[src/rtl/adder_nbit_inverse_pkg.sv]
// adder_nbit_inverse_pkg
//   Shared definitions for the bit-serial operand recovery unit.
//   - inv_state_t : FSM state encoding (IDLE/RUN/DONE)
//   - INV_DEFAULT_N : default operand width
package adder_nbit_inverse_pkg;

    localparam int INV_DEFAULT_N = 10;

    typedef enum logic [1:0] {
        ST_IDLE = 2'b00,
        ST_RUN  = 2'b01,
        ST_DONE = 2'b10
    } inv_state_t;

endpackage

[src/rtl/adder_nbit_inverse_full_sub_1bit.sv]
// full_sub_1bit
//   One-bit full subtractor: d = m - s - bin.
//   Ports:
//     m    in  minuend bit
//     s    in  subtrahend bit
//     bin  in  borrow in
//     d    out difference bit
//     bout out borrow out
module full_sub_1bit (
    input  logic m,
    input  logic s,
    input  logic bin,
    output logic d,
    output logic bout
);

    assign d    = m ^ s ^ bin;
    // Borrow when the subtrahend bit exceeds the minuend bit, or when the
    // bits are equal and a borrow is already pending.
    assign bout = (~m & s) | (~(m ^ s) & bin);

endmodule

[src/rtl/adder_nbit_inverse.sv]
// adder_nbit_inverse
//   Bit-serial operand recovery: b = (sum - {0,a}) mod 2^(N+1), one bit per
//   clock, LSB first.
//   Ports:
//     clk       in   clock, rising edge
//     rst_n     in   asynchronous active-low reset
//     start     in   request, sampled only in IDLE
//     sum       in   [N:0]   minuend, captured on acceptance
//     a         in   [N-1:0] subtrahend, captured on acceptance
//     b         out  [N:0]   recovered operand, held until next completion
//     underflow out  final borrow (sum < a)
//     busy      out  high while the serial loop is running
//     done      out  one-cycle completion pulse
//
//   Handshake: a request is accepted on any rising edge where start=1 and
//   the unit is idle (busy=0, done=0); start at any other time is dropped,
//   never queued. Acceptance raises busy on that same edge; N+1 edges later
//   busy falls and done pulses for one cycle with b/underflow valid.
module adder_nbit_inverse
    import adder_nbit_inverse_pkg::*;
#(
    parameter int N = INV_DEFAULT_N
) (
    input  logic         clk,
    input  logic         rst_n,
    input  logic         start,
    input  logic [N:0]   sum,
    input  logic [N-1:0] a,
    output logic [N:0]   b,
    output logic         underflow,
    output logic         busy,
    output logic         done
);

    localparam int CW = $clog2(N + 1);

    inv_state_t     state;
    logic [N:0]     m_sh;    // minuend, shifted right each RUN cycle
    logic [N:0]     s_sh;    // subtrahend zero-extended so bit N subtracts 0
    logic [N:0]     res_sh;  // difference bits enter at the MSB
    logic           br;
    logic [CW-1:0]  cnt;
    logic           d_bit;
    logic           bout;

    full_sub_1bit u_sub (
        .m    (m_sh[0]),
        .s    (s_sh[0]),
        .bin  (br),
        .d    (d_bit),
        .bout (bout)
    );

    always_ff @(posedge clk or negedge rst_n) begin
        if (!rst_n) begin
            state     <= ST_IDLE;
            m_sh      <= '0;
            s_sh      <= '0;
            res_sh    <= '0;
            br        <= 1'b0;
            cnt       <= '0;
            b         <= '0;
            underflow <= 1'b0;
            busy      <= 1'b0;
            done      <= 1'b0;
        end else begin
            case (state)
                ST_IDLE: begin
                    done <= 1'b0;
                    if (start) begin
                        m_sh  <= sum;
                        s_sh  <= {1'b0, a};
                        br    <= 1'b0;
                        cnt   <= '0;
                        busy  <= 1'b1;
                        state <= ST_RUN;
                    end
                end
                ST_RUN: begin
                    m_sh   <= m_sh >> 1;
                    s_sh   <= s_sh >> 1;
                    res_sh <= {d_bit, res_sh[N:1]};
                    br     <= bout;
                    if (cnt == CW'(N)) begin
                        // Last bit: the shifted-in value is the full result.
                        b         <= {d_bit, res_sh[N:1]};
                        underflow <= bout;
                        busy      <= 1'b0;
                        done      <= 1'b1;
                        state     <= ST_DONE;
                    end else begin
                        cnt <= cnt + 1'b1;
                    end
                end
                ST_DONE: begin
                    done  <= 1'b0;
                    state <= ST_IDLE;
                end
                default: begin
                    busy  <= 1'b0;
                    done  <= 1'b0;
                    state <= ST_IDLE;
                end
            endcase
        end
    end

endmodule
[config.mk]
export PLATFORM = sky130hd
export DESIGN_NAME = adder_nbit_inverse
export DESIGN_NICKNAME = d
export VERILOG_FILES = /design/src/rtl/adder_nbit_inverse_pkg.sv /design/src/rtl/adder_nbit_inverse_full_sub_1bit.sv /design/src/rtl/adder_nbit_inverse.sv
export SDC_FILE = /design/constraint.sdc
export NUM_CORES = 1
export LEC_CHECK = 0
export ABC_CLOCK_PERIOD_IN_PS = 2080
export BUFFER_PORTS_ARGS = -buffer_cell sky130_fd_sc_hd__buf_2
export CAP_MARGIN = 0
export CORE_MARGIN = 1.5
export CORE_UTILIZATION = 55
export DETAILED_ROUTE_END_ITERATION = 8
export GPL_TIMING_DRIVEN = 0
export PLACE_DENSITY = 0.78
export SLEW_MARGIN = 20
export SYNTH_ARGS = -nofsm -noshare
export SYNTH_HDL_FRONTEND = slang
export SYNTH_SLANG_ARGS = --single-unit
[constraint.sdc]
create_clock -name clk -period 2.08 [get_ports clk]
set_input_delay 0.416 -clock clk [delete_from_list [all_inputs] [get_ports clk]]
set_output_delay 0.416 -clock clk [all_outputs]
set_load 0.01 [all_outputs]
* Yosys cells after proc, flatten, opt, wreduce, memory -nomap -nowiden
Index checks and enable logic that the tools add are counted.
** Word-level totals
- Word-level logic and storage cells :: 49
- Output and inout bits :: 14
- Bits in registers :: 54
** Cells by class
- Mux-type cells :: 17
- Equal/unequal tests :: 6
- Reduce and logical (&&, ||, !) cells :: 7
- Bitwise logic cells :: 8
- Add/subtract/negate cells :: 1
** Operators by type and width (number)
- $pmux W11 S2 :: 2
- $mux W11 :: 2
- $mux W4 :: 2
- $pmux W4 S2 :: 1
- $ne A2 B2 Y1 const B :: 3
- $reduce_and A2 Y1 :: 3
- $reduce_and A3 Y1 :: 2
- $mux W1 :: 5
- $add A4 B1 Y4 const B :: 1
- $eq A4 B4 Y1 const B :: 1
- $mux W2 :: 2
- $pmux W2 S2 :: 1
- $not A1 Y1 :: 3
- $pmux W1 S3 :: 1
- $and A1 B1 Y1 :: 2
- $eq A2 B1 Y1 const B :: 1
- $eq A2 B2 Y1 const B :: 1
- $logic_not A2 Y1 :: 1
- $pmux W1 S2 :: 1
- $reduce_bool A2 Y1 :: 1
- $xor A1 B1 Y1 :: 2
- $or A1 B1 Y1 :: 1

* Depth between registers and ports, before layout
- Depth after elaboration :: 5
- Gate-level depth with buffers :: 7

* Cells and area by module
A second synthesis with hierarchy kept.
** Unflattened totals
- Cells, all modules :: 201
- Area, all modules :: 2337.2 µm²
** By module, submodules not included
- adder_nbit_inverse :: area an instance 2306.0 µm², times used 1, cells an instance 197
- full_sub_1bit :: area an instance 31.3 µm², times used 1, cells an instance 4

* Least setup slack after synthesis
No wires, ideal clock.
- Path type :: register -> register
- Start :: reg cnt[0]
- End :: reg b[0]
- Buffers on the path :: 2
- Cell stages (with the launch flop) :: 8
- Arrival :: 1526 ps
- Library setup time :: 125 ps
- Clock period less this slack :: 1651 ps
- Path slack :: 429 ps
- Path through :: dfrtp_1 -> inv_1 -> ha_1 -> and3b_1 -> and2_4 -> buf_6 -> buf_6 -> mux2_4
** On the way
- Cells in the longest elaborated chain, start to end :: 2
** RTL lines
- start, declared :: RTL line adder_nbit_inverse.sv:42 : logic [CW-1:0] cnt;
- start signal, assigned :: RTL line adder_nbit_inverse.sv:92 : cnt <= cnt + 1'b1;
- $eq A4 B4 Y1 :: RTL line adder_nbit_inverse.sv:84 : if (cnt == CW'(N)) begin
- $reduce_and A2 Y1 (no source line)
- end signal, assigned :: RTL line adder_nbit_inverse.sv:86 : b <= {d_bit, res_sh[N:1]};
- end, declared :: RTL line adder_nbit_inverse.sv:29 : output logic [N:0] b,
No other way between the ends.
A chain may end at the register's enable or synchronous reset.

* Final worst setup path
- Start :: reg cnt[0]
- End :: reg b[4]
The elaborated chain is that of the path after synthesis.

==> impl_metrics.env <==
export IMPL_p_per_area_nw_per_um2=1461
export IMPL_path_cells="inv_1 > ha_1 > and3b_1 > and2_4 > buf_6 > buf_6 > mux2_4"
export IMPL_hold_path_class="input pin to async pin"
export IMPL_status="completed"
export IMPL_crit_slowest_cell="dfrtp_1"
export IMPL_synth_cell_types=25
export IMPL_max_slew_worst_pin_slew_ns=0.6351
export IMPL_internal_power_w=0.002424
export IMPL_cp_end_kind="flip-flop"
export IMPL_drtIter0Drc=114
export IMPL_clock_power_share_pct=15.2
export IMPL_globalRouteTotalUtil_pct=20.07
export IMPL_synth_cell_area_sq_um=2278
export IMPL_crit_top_cell="buf_6"
export IMPL_gp_congestion=0.7343
export IMPL_core_area_sq_um=4000
export IMPL_die_w_microns=67.37
export IMPL_routed_wirelength_mm=3.923
export IMPL_synth_largest_area_cell="dfrtp_1"
export IMPL_avgSynthCellArea_sq_um=10.95
export IMPL_p_total_w=0.003828
export IMPL_startpoint="cnt[0]$_DFFE_PN0P_"
export IMPL_seqPwrFrac_pct=45.2
export IMPL_grt_max_degree=53
export IMPL_syn_num_nets=235
export IMPL_clock_path_buffers=2
export IMPL_synthArstFlopShare_pct=100.0
export IMPL_cts_root_buf="clkbuf_8"
export IMPL_post_cts_resized=0
export IMPL_area_growth_pct=14.99
export IMPL_synth_top_area_share_pct=57.11
export IMPL_grt_pass1_wl_mm=6.658
export IMPL_postSynthCellCount=208
export IMPL_cts_buffers=5
export IMPL_rr_startpoint="cnt[0]$_DFFE_PN0P_"
export IMPL_clk_latency_ns=0.31
export IMPL_port_buffers=37
export IMPL_nets=279
export IMPL_worstRegToRegCells=7
export IMPL_first_pass_iters=4
export IMPL_drc=0
export IMPL_critPathArrivalTime_ns=2.03
export IMPL_yosys_register_bits=52
export IMPL_drive_gt1_share_pct=25.30
export IMPL_yosys_top_cells_count="nand2_1, dfrtp_1, o21ai_0, mux2i_1, mux2_4"
export IMPL_pwr_share_comb_pct=39.6
export IMPL_synth_ff_type="dfrtp_1"
export IMPL_rows=23
export IMPL_antenna_left=0
export IMPL_synthMostInstantiatedCell="nand2_1"
export IMPL_period_share_pct=88.02
export IMPL_maxClockFrequency_ghz=0.5462
export IMPL_fin_util_pct=65.50
export IMPL_synth_edf_count=0
export IMPL_cts_setup_buffers=0
export IMPL_hpwlAfterDp_mm=2.695
export IMPL_hold_violations=0
export IMPL_grt_pass1_vias=1442
export IMPL_antenna_found_initial=0
export IMPL_required_ns=2.28
export IMPL_holdBufCountCts=0
export IMPL_synth_warnings=0
export IMPL_cts_sinks=52
export IMPL_cap_violations=0
export IMPL_cp_start_kind="flip-flop"
export IMPL_synth_area_leaders="dfrtp_1, nand2_1, mux2i_1"
export IMPL_vias=1579
export IMPL_leakage_nw=1.360
export IMPL_die_area_sq_um=4538
export IMPL_start_util_pct=56.96
export IMPL_fin_crit_ns=1.831
export IMPL_wl_per_cell_microns=12.95
export IMPL_switching_share_pct=36.67
export IMPL_cts_tree="built"
export IMPL_grt_ovfl_total=0
export IMPL_viasPerCell=5.211
export IMPL_fp_dieH_microns=67.37
export IMPL_slew_headroom_pct=57.66
export IMPL_ys_seq_area_share_pct=57.11
export IMPL_cpPeakStageDelay_ns=0.45
export IMPL_clkTransAtPathRegs_ns=0.10
export IMPL_ir_worst_vdd_v=0.0007839
export IMPL_switchingPower_w=0.001403
export IMPL_pin_count=38
export IMPL_setup_viol=0
export IMPL_worstSetupPathType="flip-flop to flip-flop"
export IMPL_n_antenna_cell=0
export IMPL_rsz0062_at_grt="no"
export IMPL_htree_levels=2
export IMPL_fin_worst_skew_ns=0.006543
export IMPL_setup_tns_ns=0
export IMPL_drv_slew=0
export IMPL_cp_max_fo=10
==> critical path: cells and delay by family (launching register included) <==
family | cells | cell delay [ns]
AND/OR/NAND/NOR | 2 | 0.48
flip-flops | 1 | 0.45
buffers and inverters | 3 | 0.35
multiplexers | 1 | 0.31
adder cells (fa/ha/maj) | 1 | 0.13
==> flip-flops by register name, indices dropped and copies added, names as in the netlist <==
signal / count
m_sh: 11
res_sh: 10
underflow: 1
b: 11
s_sh: 10
cnt: 4
state: 2
busy: 1
done: 1
br: 1
==> metrics by stage <==
step | worst slack [ns] | cells | hold WS (ns) | instance area, sq um
after floorplan | 0.4286 | 208 | 0.1204 | 2278
after global placement | 0.2646 | 295 | 0.4613 | 2526
after detailed placement | 0.2475 | 295 | 0.4697 | 2529
after CTS | 0.2279 | 303 | 0.1421 | 2620
after global routing | 0.1179 | 303 | 0.1709 | 2620
final | 0.2493 | 303 | 0.1153 | 2620
==> final timing paths <==
path	end	slack (ns)
setup / recovery	b[4]$_DFFE_PN0P_	0.25
hold / removal	b[5]$_DFFE_PN0P_	0.12
setup reg to reg	b[4]$_DFFE_PN0P_	0.25
hold reg to reg	m_sh[9]$_DFFE_PN0P_	0.49
max in group asynchronous	m_sh[10]$_DFFE_PN0P_	1.53
min in group clk	s_sh[6]$_DFFE_PN0P_	0.39
==> logic make-up after synthesis <==
| group | count (synthesis) | synth area share [%] |
|---|---|---|
| AND/OR/NAND/NOR | 71 | 13.18 |
| flip-flops | 52 | 57.11 |
| AO/OA/AOI/OAI | 33 | 7.963 |
| multiplexers | 31 | 15.54 |
| buffers and inverters | 18 | 4.228 |
| adder cells (fa/ha/maj) | 3 | 1.977 |
==> power by group through the flow <==
stage / clock network, W / logic, W / registers, W
floorplan: 0 / 0.00109 / 0.00176
global placement: 0 / 0.00147 / 0.00174
detailed placement: 0 / 0.00153 / 0.00175
CTS: 0.000597 / 0.00153 / 0.00174
global route: 0.000630 / 0.00174 / 0.00179
finish: 0.000583 / 0.00151 / 0.00173
==> per-layer routing <==
metal	GRT usage (%)	wire (microns)	vias up	part of all wire, %
met1	28.49	1925	755	49
met5	0	0	-	0
met3	4.167	143	7	3.6
met2	30.20	1789	34	46
met4	8.418	65	0	1.7
li1	-	-	783	-
==> layout by cell type, fill, tap and decap left out, drive strengths merged, types with 2 or more instances in the layout <==
master	instances
clkinv	2
dfrtp	52
nor2	2
mux2	11
buf	43
a21oi	3
mux2i	20
inv	7
o311ai	3
nand2	56
ha	2
o21ai	25
nor2b	4
nand3	4
clkbuf	11
==> area by class of cell <==
type	count	area, sq um
Multi-Input combinational cell	138	880.8
Timing Repair Buffer	37	187.7
Tap cell	50	62.56
Clock buffer	5	68.82
Sequential cell	52	1301
Clock inverter	3	22.52
Buffer	12	73.82
Inverter	6	22.52
Fill cell	331	1380
(Power assumes the default switching activity.)
